[config.mk]
export PLATFORM = sky130hd
export DESIGN_NAME = pipe_hazard_ctrl
export DESIGN_NICKNAME = d
export VERILOG_FILES = /design/src/rtl/pipe_hazard_ctrl.sv
export SDC_FILE = /design/constraint.sdc
export NUM_CORES = 1
export LEC_CHECK = 0
export ABC_AREA = 0
export CAP_MARGIN = 25
export CORE_MARGIN = 2
export CORE_UTILIZATION = 30
export DETAILED_ROUTE_END_ITERATION = 7
export GPL_TIMING_DRIVEN = 0
export PLACE_DENSITY = 0.71
export SYNTH_ARGS = -nofsm -noshare
export SYNTH_HDL_FRONTEND = slang
export SYNTH_SLANG_ARGS = --single-unit
[constraint.sdc]
create_clock -name clk -period 3.4 [get_ports clk]
set_input_delay 1.02 -clock clk [delete_from_list [all_inputs] [get_ports clk]]
set_output_delay 1.02 -clock clk [all_outputs]
set_load 0.01 [all_outputs]
[src/rtl/pipe_hazard_ctrl.sv]
// rtl/pipe_hazard_ctrl.sv - pipeline hazard/stall/flush controller with MDU busy tracking
// Optional feature macro: STALL_PERF_CNT_EN (adds 32-bit saturating stall cycle counter output stall_cnt)
module pipe_hazard_ctrl (
  input  logic       clk,
  input  logic       reset,
  input  logic [4:0] d_rs_addr,
  input  logic [4:0] d_rt_addr,
  input  logic       d_rs_use,
  input  logic       d_rt_use,
  input  logic [4:0] e_wr_addr,
  input  logic       e_wr_late,
  input  logic       d_is_md,
  input  logic       e_md_start,
  input  logic       e_md_div,
  input  logic       exc_req,
  output logic       f_en,
  output logic       d_en,
  output logic       e_en,
  output logic       d_clr,
  output logic       e_clr,
  output logic       m_clr,
  output logic       w_clr,
  output logic       stall,
  output logic       md_busy,
  output logic       md_start_ok,
  output logic       req,
  output logic [1:0] state
`ifdef STALL_PERF_CNT_EN
  ,
  output logic [31:0] stall_cnt
`endif
);

  typedef enum logic [1:0] {
    ST_RUN    = 2'd0,
    ST_MDWAIT = 2'd1,
    ST_FLUSH  = 2'd2
  } state_t;

  localparam logic [3:0] MD_MULT_CYC = 4'd5;
  localparam logic [3:0] MD_DIV_CYC  = 4'd10;

  state_t     r_state;
  state_t     w_state_nxt;
  logic [3:0] r_md_cnt;
  logic [3:0] w_md_cnt_nxt;
  logic       w_req;
  logic       w_stall_ld;
  logic       w_stall_md;
  logic       w_rs_hit;
  logic       w_rt_hit;

  // Exception request is suppressed while the block itself is in reset.
  assign w_req       = exc_req & ~reset;
  assign req         = w_req;
  assign md_busy     = (r_md_cnt != 4'd0);
  // A killed instruction must not start the MDU.
  assign md_start_ok = e_md_start & ~w_req;
  assign state       = r_state;

  // $0 is hardwired to zero, so it never creates a load-use dependency.
  assign w_rs_hit   = d_rs_use & (d_rs_addr != 5'd0) & (d_rs_addr == e_wr_addr);
  assign w_rt_hit   = d_rt_use & (d_rt_addr != 5'd0) & (d_rt_addr == e_wr_addr);
  assign w_stall_ld = (w_rs_hit | w_rt_hit) & e_wr_late;
  assign w_stall_md = d_is_md & (md_busy | e_md_start);

  // MDU countdown: a new accepted op always reloads, otherwise count down to zero.
  always_comb begin
    w_md_cnt_nxt = r_md_cnt;
    if (md_start_ok) begin
      w_md_cnt_nxt = e_md_div ? MD_DIV_CYC : MD_MULT_CYC;
    end else if (r_md_cnt != 4'd0) begin
      w_md_cnt_nxt = r_md_cnt - 4'd1;
    end
  end

  // MDU counter register; exceptions do not abort an in-flight operation.
  always_ff @(posedge clk) begin
    if (reset) begin
      r_md_cnt <= 4'd0;
    end else begin
      r_md_cnt <= w_md_cnt_nxt;
    end
  end

  // FSM state register.
  always_ff @(posedge clk) begin
    if (reset) begin
      r_state <= ST_RUN;
    end else begin
      r_state <= w_state_nxt;
    end
  end

  // Next state: exceptions always (re)enter FLUSH; otherwise track MDU busy.
  always_comb begin
    w_state_nxt = ST_RUN;
    if (w_req) begin
      w_state_nxt = ST_FLUSH;
    end else if (w_md_cnt_nxt != 4'd0) begin
      w_state_nxt = ST_MDWAIT;
    end
  end

  // Enables/clears, priority: reset > exception > flush cycle > stall > run.
  always_comb begin
    f_en  = 1'b1;
    d_en  = 1'b1;
    e_en  = 1'b1;
    d_clr = 1'b0;
    e_clr = 1'b0;
    m_clr = 1'b0;
    w_clr = 1'b0;
    stall = 1'b0;
    if (reset) begin
      f_en  = 1'b0;
      d_en  = 1'b0;
      e_en  = 1'b0;
      d_clr = 1'b1;
      e_clr = 1'b1;
      m_clr = 1'b1;
      w_clr = 1'b1;
    end else if (w_req) begin
      d_clr = 1'b1;
      e_clr = 1'b1;
      m_clr = 1'b1;
    end else if (r_state == ST_FLUSH) begin
      // Kill the wrong-path instruction fetched during the request cycle.
      d_clr = 1'b1;
      e_clr = 1'b1;
    end else if (w_stall_ld | w_stall_md) begin
      f_en  = 1'b0;
      d_en  = 1'b0;
      e_clr = 1'b1;
      stall = 1'b1;
    end
  end

`ifdef STALL_PERF_CNT_EN
  // Saturating count of stalled cycles.
  always_ff @(posedge clk) begin
    if (reset) begin
      stall_cnt <= 32'd0;
    end else if (stall && (stall_cnt != 32'hFFFF_FFFF)) begin
      stall_cnt <= stall_cnt + 32'd1;
    end
  end
`endif

endmodule

==> results.md <==
* Die Wd at 45.5 um
* Share of the yosys chip area belonging to registers at 0.233
* Layout area overhead at 81.6%
* Met2 Routed Length at 772 um
* Initial antenna violation count at 0
* WS Path Type: input pin to output pin
* Initial DRC count at 3
* Global route overflow at 0
* DR top layer: met4
* Pwr dens at 332 mW/mm2
* Fillers at 142
* Met1 Wirelength at 615 um
* Startpoint types: input pin
* Max Slew Vio Count at 0
* Setup Skew at 0.00746 ns
* Multi-input logic area at 392 um2
* Final ANT Viol Nets at 0
* Crit-path max FO at 2
* Ratio of cells with drive above 1 in the final layout at 0.308
* Mean number of vias per cell at 5.06
* Synthesized instance count at 67
* CP most frequent cell: buf_2
* CP delay by family, top: simple AND/OR/NAND/NOR gates
* Std cell rows at 14
* Final setup viols at 0
* Total power draw at 311 uW
* Yosys warns at 0
* Wirelength per Cell at 12.9 um
* Clock buffer depth at 2
* Pre-antenna DRT Iters at 4
* Cell variety after synth at 31
* Least-Margin Pin Slew at 0.313 ns
* CTS hold repair buffers at 0
* ANT cells at 0
* Hold crit path type: register to register
* Final Cycle Share at 0.975
* Leakage dissipation at 0.442 nW
* Initial Util at 0.331
* Syn nets at 93
* Final Wtd Congestion at 0.763
* Slowest library cell on the worst path: or4_4
* First-pass GRT wire length at 2330 um
* Final nets at 135
* Global Route Usage Sum at 0.160
* Max cap viols at 0
* Vias in the first global route at 568
* CP endpoint kind: output pin
* Ports at 37
* Worst path max stage delay at 0.53 ns
* Met3 WL at 184 um
* Crit path DAT at 2.29 ns
* Clk slew on worst S/H paths at 0.05 ns
* Dpl hpwl at 1220 um
* CTS HTree Levels at 1
* Die boundary height at 45.5 um
* RSZ-0062 raised after global routing: no
* Syn Std Cell Area at 515 um2
* Clk sink count at 6
* Commonest non-fill, non-tap cell in the layout: clkdlybuf4s50_1
* Die area at 0.00207 mm2
* Hold slack at 0.625 ns
* Fmax at 0.302 GHz
* CTS tree: yes
* Outcome: finished clean
* Most frequent cells in the layout: clkdlybuf4s50_1 (15), inv_1 (7), buf_2 (7), xor2_1 (6), dfxtp_1 (6)
* Root Buffer Master: clkbuf_4
* Sum of buffers and inverters on the critical path at 2
* DRC Markers at 0
* Max transition margin at 0.790
* Core area at 0.00156 mm2
* Max IR drop VDD at 0.181 mV
* Worst-skew pair later-pin latency at 0.25 ns
* Via count at 622
* Layout Utilization at 0.600
* Number of port buffers at 36
* Worst path cell trace: buf_2 -> or4_4 -> a21oi_2 -> o41a_2 -> o311a_1 -> buf_2
* CTS buffer count at 3
* Req. time, crit path at 2.38 ns
* Largest net degree at the start of global routing at 8
* Final WL at 1590 um
* Tmin final at 3.31 ns
* Post-Synthesis Mean Instance Area at 7.69 um2
* Storage element area at 120 um2
* Final Hold Fails at 0
* #FFs+latches synth at 6
-- final cells by class --
| type | count | area share |
|---|---|---|
| Tap cell | 16 | 0.0214 |
| Buffer | 2 | 0.0134 |
| Multi-Input combinational cell | 50 | 0.418 |
| Clock buffer | 3 | 0.0241 |
| Timing Repair Buffer | 38 | 0.362 |
| Sequential cell | 6 | 0.128 |
| Inverter | 8 | 0.0321 |
-- path summary, 6_finish.rpt --
check	start	endpoint	slack [ns]	depth (start not counted)
setup / recovery	d_rs_addr[0]	d_en	0.09	6
hold / removal	r_md_cnt[1]	r_md_cnt[1]	0.62	2
setup reg to reg	r_md_cnt[0]	r_md_cnt[0]	1.82	7
hold reg to reg	r_md_cnt[1]	r_md_cnt[1]	0.62	2
-- cells by family (layout without fill, tap and decap cells) --
kind of cell / after synthesis / count (layout) / share of synthesized area
xor+xnor: 10 / 10 / 0.170
fa+ha+maj: 2 / 2 / 0.0485
buf+inv: 11 / 51 / 0.0971
compound gates: 15 / 15 / 0.209
simple gates: 23 / 23 / 0.243
flops: 6 / 6 / 0.233
-- per-stage QoR --
stage,cell area (um2),cells,setup slack [ns],TNS (ns)
floorplan,515,67,0.199,0
global placement,896,119,-0.749,-2.88
detailed placement,896,119,-0.779,-3.00
CTS,940,124,-0.105,-0.108
global route,936,123,0.00720,0
finish,936,123,0.0861,0
-- sequential cells by signal, summed over array words and instances (netlist names) --
name and cells:
state 2, r_md_cnt 4
-- tightest hold or removal path: cells and delay by family (launching register included) --
family	cells	cell delay, ns
DFF	1	0.33
AOI/OAI and AO/OA	2	0.25
-- timing repair --
item,4_1_cts,5_1_grt
pin swaps,6,4
endpoints found under the setup margin,6,4
buffers inserted,2,0
resized for setup,65,11
-- synth_stat cells --
cell type	instances	area share
and3_1	1	0.012
buf_2	1	0.0097
or3b_1	1	0.017
inv_1	8	0.058
o311a_1	1	0.019
or2_2	2	0.024
dfxtp_1	6	0.23
nor2_1	3	0.022
or4_1	1	0.015
nor4_1	1	0.012
a211oi_1	2	0.029
o21bai_1	1	0.015
a31oi_1	1	0.012
o22ai_1	1	0.012
nand2_1	4	0.029
nand2b_1	1	0.012
o21ai_0	1	0.0097
a21oi_1	3	0.029
nor3_1	3	0.029
nand3_1	2	0.019
xnor2_1	4	0.068
o21a_1	2	0.029
or3_1	1	0.012
nand3b_1	1	0.015
buf_4	2	0.029
nand4_1	1	0.012
xor2_1	6	0.10
nor2b_1	1	0.012
o41a_2	1	0.024
o211ai_1	2	0.029
ha_1	2	0.049
-- where the power goes --
part	leakage, nW	switching, mW	internal (mW)
Clock	0.0138	0.0282	0.0401
Combinational	0.378	0.0694	0.0847
Sequential	0.0499	0.00776	0.0806
Total	0.442	0.105	0.205
-- metal layers --
metal	up-vias	global-route usage
li1	317	-
met1	271	0.175
met2	32	0.293
met3	2	0.0317
met4	0	0.0706
met5	-	0
Power figures use the tool's default switching activity.
